File: config.mk
export PLATFORM = sky130hd
export DESIGN_NAME = lut_interp_pipe
export DESIGN_NICKNAME = d
export VERILOG_FILES = /design/src/rtl/lut_interp_pipe_pkg.sv /design/src/rtl/lut_interp_pipe_table.sv /design/src/rtl/lut_interp_pipe.sv
export SDC_FILE = /design/constraint.sdc
export NUM_CORES = 1
export LEC_CHECK = 0
export BUFFER_PORTS_ARGS = -buffer_cell sky130_fd_sc_hd__buf_2
export CAP_MARGIN = 10
export CORE_MARGIN = 1
export CORE_UTILIZATION = 63
export CTS_CLUSTER_DIAMETER = 30
export DETAILED_ROUTE_END_ITERATION = 10
export PLACE_DENSITY_LB_ADDON = 0.1
export SLEW_MARGIN = 10
export SYNTH_ARGS = -nofsm -noshare
export SYNTH_HDL_FRONTEND = slang
export SYNTH_HIERARCHICAL = 1
export SYNTH_SLANG_ARGS = --single-unit
export TNS_END_PERCENT = 5
File: constraint.sdc
create_clock -name clk -period 5.6 [get_ports clk]
set_clock_uncertainty 0.15 [all_clocks]
set_input_delay 0.84 -clock clk [delete_from_list [all_inputs] [get_ports clk]]
set_output_delay 0.84 -clock clk [all_outputs]
set_load 0.02 [all_outputs]
File: src/rtl/lut_interp_pipe_pkg.sv
// Shared widths, rounding-mode constants and the offset-binary index helper
// for the LUT interpolator.
package interp_pkg;

    localparam int DATA_W_DEF    = 8;
    localparam int FRAC_W_DEF    = 4;
    localparam int ROUND_FLOOR   = 0;
    localparam int ROUND_HALF_UP = 1;

    // Drop the fraction bits and flip the sign bit so the most negative input
    // lands on entry 0; data arrives sign-extended to 32 bits.
    function automatic logic [31:0] interp_idx(input logic [31:0] data,
                                               input int          data_w,
                                               input int          frac_w);
        logic [31:0] mask;
        mask = (32'd1 << (data_w - frac_w)) - 32'd1;
        return ((data >> frac_w) ^ (32'd1 << (data_w - frac_w - 1))) & mask;
    endfunction

endpackage

File: src/rtl/lut_interp_pipe_table.sv
// Breakpoint register file: one write port, registered dual read of idx and
// idx+1 (clamped at the top entry). The read registers form pipeline stage 1.
module lut_interp_table
    import interp_pkg::*;
#(
    parameter int DATA_W = DATA_W_DEF,
    parameter int ADDR_W = DATA_W_DEF - FRAC_W_DEF
) (
    input  logic                     clk,
    input  logic                     rst,
    input  logic                     we,
    input  logic [ADDR_W-1:0]        waddr,
    input  logic signed [DATA_W-1:0] wdata,
    input  logic                     en,
    input  logic [ADDR_W-1:0]        raddr,
    output logic signed [DATA_W-1:0] rd_base,
    output logic signed [DATA_W-1:0] rd_next
);

    localparam int DEPTH = 1 << ADDR_W;

    logic signed [DATA_W-1:0] mem [DEPTH];
    logic [ADDR_W-1:0]        naddr;

    assign naddr = (raddr == {ADDR_W{1'b1}}) ? raddr : raddr + 1'b1;

    always_ff @(posedge clk or posedge rst) begin
        if (rst) begin
            for (int i = 0; i < DEPTH; i++) mem[i] <= '0;
        end else if (we) begin
            mem[waddr] <= wdata;
        end
    end

    // Reads see the pre-write contents on a same-edge write.
    always_ff @(posedge clk or posedge rst) begin
        if (rst) begin
            rd_base <= '0;
            rd_next <= '0;
        end else if (en) begin
            rd_base <= mem[raddr];
            rd_next <= mem[naddr];
        end
    end

endmodule

File: src/rtl/lut_interp_pipe.sv
// Three-stage piecewise-linear interpolator over a loadable breakpoint table,
// with a single global stall driven by the output handshake.
module lut_interp_pipe
    import interp_pkg::*;
#(
    parameter int DATA_W = DATA_W_DEF,
    parameter int FRAC_W = FRAC_W_DEF,
    parameter int ROUND  = ROUND_FLOOR,
    parameter int ADDR_W = DATA_W - FRAC_W
) (
    input  logic                     clk,
    input  logic                     rst,
    input  logic                     in_valid,
    output logic                     in_ready,
    input  logic signed [DATA_W-1:0] in_data,
    output logic                     out_valid,
    input  logic                     out_ready,
    output logic signed [DATA_W-1:0] out_data,
    input  logic                     tbl_we,
    input  logic [ADDR_W-1:0]        tbl_addr,
    input  logic signed [DATA_W-1:0] tbl_data
);

    localparam int STAGES = 3;
    localparam int P_W    = DATA_W + FRAC_W + 2;
    localparam logic signed [P_W-1:0] RND =
        (ROUND == ROUND_HALF_UP) ? (P_W'(1) <<< (FRAC_W - 1)) : '0;

    logic                     en;
    logic [STAGES:1]          vld_pipe;
    logic [ADDR_W-1:0]        idx;
    logic signed [DATA_W-1:0] s1_base, s1_next;
    logic [FRAC_W-1:0]        s1_frac;
    logic signed [DATA_W:0]   diff;
    logic signed [P_W-1:0]    prod;
    logic signed [P_W-1:0]    s2_prod;
    logic signed [DATA_W-1:0] s2_base;
    logic signed [P_W-1:0]    shifted;
    logic signed [DATA_W-1:0] res;
    logic                     unused_hi;

    assign en        = !out_valid || out_ready;
    assign in_ready  = en;
    assign out_valid = vld_pipe[STAGES];
    assign idx       = ADDR_W'(interp_idx(32'(in_data), DATA_W, FRAC_W));

    lut_interp_table #(.DATA_W(DATA_W), .ADDR_W(ADDR_W)) u_table (
        .clk    (clk),
        .rst    (rst),
        .we     (tbl_we),
        .waddr  (tbl_addr),
        .wdata  (tbl_data),
        .en     (en),
        .raddr  (idx),
        .rd_base(s1_base),
        .rd_next(s1_next)
    );

    // One extra bit on diff and a zero-extended fraction keep the product exact.
    assign diff = {s1_next[DATA_W-1], s1_next} - {s1_base[DATA_W-1], s1_base};
    assign prod = P_W'(diff) * P_W'($signed({1'b0, s1_frac}));

    assign shifted   = (s2_prod + RND) >>> FRAC_W;
    assign res       = s2_base + shifted[DATA_W-1:0];
    assign unused_hi = ^shifted[P_W-1:DATA_W];

    always_ff @(posedge clk or posedge rst) begin
        if (rst) begin
            vld_pipe <= '0;
            s1_frac  <= '0;
            s2_prod  <= '0;
            s2_base  <= '0;
            out_data <= '0;
        end else if (en) begin
            vld_pipe <= {vld_pipe[STAGES-1:1], in_valid};
            s1_frac  <= in_data[FRAC_W-1:0];
            s2_prod  <= prod;
            s2_base  <= s1_base;
            if (vld_pipe[2]) out_data <= res;
        end
    end

endmodule

**Yosys cells after proc, flatten, opt, wreduce, memory -nomap -nowiden**

Cells that the tools add are included.

- Register bits: 179
- Bits of input ports: 25
- Output and inout port bits: 10
- Word-level logic and storage cells: 50

- Add/sub/neg operators: 3
- Multipliers: 1
- $lt $le $gt $ge: 4
- Equality and inequality tests: 1
- Multiplexer cells: 10
- Bitwise gates (word level): 4
- Reduce and logical (&&, ||, !) cells: 4

Operator list:

| operator | number |
|---|---|
| bitwise mux 128 bit | 1 |
| binary-select mux 8 bit (select 4 bit) | 2 |
| 2-to-1 mux 8 bit | 5 |
| demux 8 bit (select 4 bit) | 1 |
| greater-or-equal comparator 5 bit (second input constant) | 3 |
| NOT 4 -> 5 bit | 3 |
| multiplier 9 x 5 -> 12 bit | 1 |
| subtractor 8 x 8 -> 9 bit | 1 |
| adder 8 bit | 1 |
| less-than comparator 5 x 1 -> 1 bit (second input constant) | 1 |
| adder 4 x 1 -> 4 bit (second input constant) | 1 |
| == test 4 bit (second input constant) | 1 |
| 2-to-1 mux 4 bit | 1 |
| AND reduction 2 bit | 1 |
| logical AND 1 bit | 1 |
| logical NOT 1 bit | 1 |
| logical OR 1 bit | 1 |
| NOT 1 bit | 1 |

**Depth between registers and ports, before layout**

- Word-level depth: 7
- Depth in mapped cells: 20
- Depth with buffers taken out: 20

**By module**

Netlist, hierarchy kept.

Modules (own cells, without submodules):

| module | times used | cells an instance | area an instance (µm²) | sequential area each (µm²) |
|---|---|---|---|---|
| lut_interp_table | 1 | 666 | 7775.0 | 3603.5 |
| lut_interp_pipe | 1 | 334 | 2909.0 | 775.7 |

**Least setup slack after synthesis**

Ideal clock, no wire load.

- Kind: reg2reg
- From: reg u_table.rd_base[0]
- To: reg s2_prod[10]
- Setup time: 0.123 ns
- Arrival: 4.555 ns
- Required time: 5.327 ns
- Setup slack: 0.773 ns
- Cell stages (with the launch flop): 20
- Buffers on the path: 0
- Clock period less this slack: 4.827 ns
- Path through: dfrtp_1 > ha_1 > fa_1 > nor2b_4 > o31a_1 > o21a_1 > nor2_1 > xnor2_1 > and2_1 > ha_1 > fa_1 > inv_1 > fa_1 > inv_1 > ha_1 > a41o_1 > a21oi_1 > nand2_1 > a2111o_1 > o221a_2

- Longest elaborated chain between the ends: 2

RTL lines:

| what | line | source |
|---|---|---|
| from (decl) | lut_interp_pipe_table.sv:16 | `output logic signed [DATA_W-1:0] rd_base,` |
| from (signal assigned) | lut_interp_pipe_table.sv:41 | `rd_base <= mem[raddr];` |
| subtractor 8 x 8 -> 9 bit | lut_interp_pipe.sv:60 | `assign diff = {s1_next[DATA_W-1], s1_next} - {s1_base[DATA_W-1], s1_base};` |
| multiplier 9 x 5 -> 12 bit | lut_interp_pipe.sv:61 | `assign prod = P_W'(diff) * P_W'($signed({1'b0, s1_frac}));` |
| to (signal assigned) | lut_interp_pipe.sv:77 | `s2_prod <= prod;` |
| to (decl) | lut_interp_pipe.sv:36 | `logic signed [P_W-1:0] s2_prod;` |

No other way between the ends.
A chain may end at the register's enable or synchronous reset.

**Worst setup path in the final report**

Same ends and word-level chain as after synthesis.

==> out/metrics.yaml <==
cells_and_area:
  layout.cells.non_filler: 1240
  final_area_um2: 11500
  area_delta_synth_final_pct: 7.78
  final_common_cell: "dfrtp_1"
  layout.nets: 1084
  drive_gt1_frac: 0.242
  antennaDiodeCount: 0
  layout_common_cells: "175 x dfrtp_1, 157 x nand2_1, 129 x mux2_2"
outcome:
  status: "finished, final reports clean"
sta:
  finalHoldViolations: 0
  setup_viol_count_final: 0
  finalCritPeriodShare: 0.912
  rsz0062_at_grt: "no"
  tightest_slew_ps: 1210
  max_freq_mhz: 196
  setup_tns_ps: 0
  max_slew_margin: 0.189
  min_period_ps: 5110
  slew_violations: 0
logic_synthesis:
  yosysWarnings: 6
  syn_inst: 1000
  synth_edf_count: 0
  synth_ff_type: "dfrtp_1"
  avgSynthCellArea_um2: 10.7
  ys_seq_area_frac: 0.410
  async_flop_share: 1.00
  synth_seq_cells: 175
  syn_nets: 1077
  yosysUniqueCellTypes: 59
  synthesis.area_um2: 10700
power:
  power_frac_seq: 0.298
  irDropWorstVdd_v: 0.000749
  switchingPower_w: 0.00264
  leakage_nw: 5.21
  switching_share: 0.410
  combPwrFrac: 0.520
  clockPowerShare: 0.182
  internal-power_w: 0.00379
  power.density_nw_per_um2: 558
drt:
  avgRoutedWirePerCell_um: 20.6
  drt_iter0_markers: 542
  totalWireLength_mm: 25.6
  dr.pass1.iters: 6
  routed_via_density: 6.14
  drc: 0
  dr_total_vias: 7609
  ant_nets: 0
global_route:
  overflow: 0
  grt_use_total: 0.310
  grt_pass1_vias: 7675
  grt_max_degree: 102
  grt_pass1_wl_mm: 41.3
  antenna_found_initial: 0
critical_path:
  critPathKind: "flop to flop"
  cp_top_family: "adder cells"
  critPathSlowestCell: "fa_1"
  worstPathArrival_ps: 5270
  start_kind: "flop"
  cp_cell_sequence: "ha_1, fa_1, nor2b_4, o31a_1, o21a_1, nor2_1, xnor2_1, and2_1, ha_1, fa_1, inv_1, fa_1, inv_1, ha_1, a41o_1, a21oi_1, nand2_1, a2111o_1, o221a_2"
  critPathCaptureType: "flop"
  worst-path-buf-inv: 2
  rrSetupSlack_ps: 490
  slowest_delay_ps: 550
  crit_required_ps: 5770
  cp_max_fo: 4
floorplanning:
  die_y_um: 132
  die_x_um: 132
  start_util: 0.644
  ios: 35
  row_count: 47
  die_area_um2: 17500
  core_um2: 16600
placed_design:
  dp.cells: 1208
  dp_hpwl_mm: 17.4
  port_buffers: 34
  place.gp.congestion: 0.848
  placed_cell_area_um2: 10900
clock_network:
  cts-root-buf: "clkbuf_16"
  clk_latency_ps: 430
  htreeDepth: 4
  ctsLongestPathBuffers: 2
  cts_setup_buffers: 0
  clkTransAtPathRegs_ps: 70
  cts_sinks: 175
  cts_buffers: 17
  cts_tree: "yes"
run:
  cap_violations: 0
worst_hold_path:
  hold_class: "flop to flop"
[cells in the mapped netlist, drive strengths merged, types with 10 or more instances]
cell type  instances  area share
mux2             130        0.14
inv               56       0.020
nand4             10      0.0059
nor2b             25       0.015
clkbuf            29       0.010
dfrtp            175        0.41
buf               30       0.018
o21ai             33       0.015
and2              16      0.0096
fa                17       0.032
nand2b            21       0.012
a31oi             14      0.0082
nand3             42       0.020
nand2            157       0.055
ha                35       0.041
a21oi             12      0.0060
mux4              26       0.055
nor2              25      0.0088
mux2i             50       0.047
[state kept, by name, indices dropped and copies added, names as in the netlist]
name,cells
out_data,8
s1_frac,4
s2_base,8
s2_prod,8
u_table/mem,128
u_table/rd_base,8
u_table/rd_next,8
vld_pipe,3
[per-stage QoR]
stage	hold WS, ps	setup slack, ps	util	total power, W
4_1_cts	332	398	0.694	0.00647
3_3_place_gp	301	554	0.660	0.00516
5_1_grt	355	116	0.694	0.00697
6_report	327	493	0.694	0.00642
2_1_floorplan	289	744	-	0.00451
3_5_place_dp	315	434	0.660	0.00528
[power groups by stage]
| stage | logic (W) | clock network, W | registers (W) |
|---|---|---|---|
| after detailed placement | 0.00335 | 0 | 0.00194 |
| after floorplan | 0.00264 | 0 | 0.00187 |
| after global routing | 0.00378 | 0.00123 | 0.00196 |
| after global placement | 0.00324 | 0 | 0.00192 |
| final | 0.00334 | 0.00117 | 0.00192 |
| after CTS | 0.00337 | 0.00118 | 0.00191 |
[worst register-to-register path, delay by kind of cell (launching register included)]
kind                       cells  cell delay (ps)
buffers and inverters          2               90
adders and majority gates      6             2320
xor gates and xnor gates       1              260
DFF                            1              400
AOI/OAI and AO/OA              6             1300
and+or+nand+nor                4              480
[logic make-up after synthesis]
kind of cell / synth area share
adder cells (fa/ha/maj): 0.0728
XOR/XNOR: 0.0155
AND/OR/NAND/NOR: 0.142
flip-flops: 0.410
buffers and inverters: 0.0474
AO/OA/AOI/OAI: 0.0731
multiplexers: 0.239
[per-layer routing]
metal,track usage,up-vias,routed length (um),part of all wire
met4,0.103,0,660,0.026
met3,0.0592,42,1430,0.056
met5,0,-,0,0
met2,0.520,247,12700,0.50
li1,-,3538,-,-
met1,0.406,3782,10800,0.42
[area by class of cell]
class	count	area (um^2)
Clock buffer	19	453
Tap cell	220	275
Sequential cell	175	4380
Clock inverter	13	120
Multi-Input combinational cell	710	5800
Fill cell	1273	5070
Inverter	56	215
Timing Repair Buffer	47	268
[final timing paths]
check | start | depth (start not counted) | to
min reg2reg | out_data[6] | 2 | out_data[6]
max reg2reg | u_table/rd_base[0] | 19 | s2_prod[10]
min | out_data[6] | 2 | out_data[6]
max in group asynchronous | rst | 3 | u_table/mem[61]
min in group asynchronous | rst | 3 | out_data[0]
max | u_table/rd_base[0] | 19 | s2_prod[10]
[what timing repair did]
item	CTS	global route
setup endpoints to repair	0	1
hold buffers	0	0
resized for setup	0	1
No activity file was read; power rests on OpenSTA's default activity.
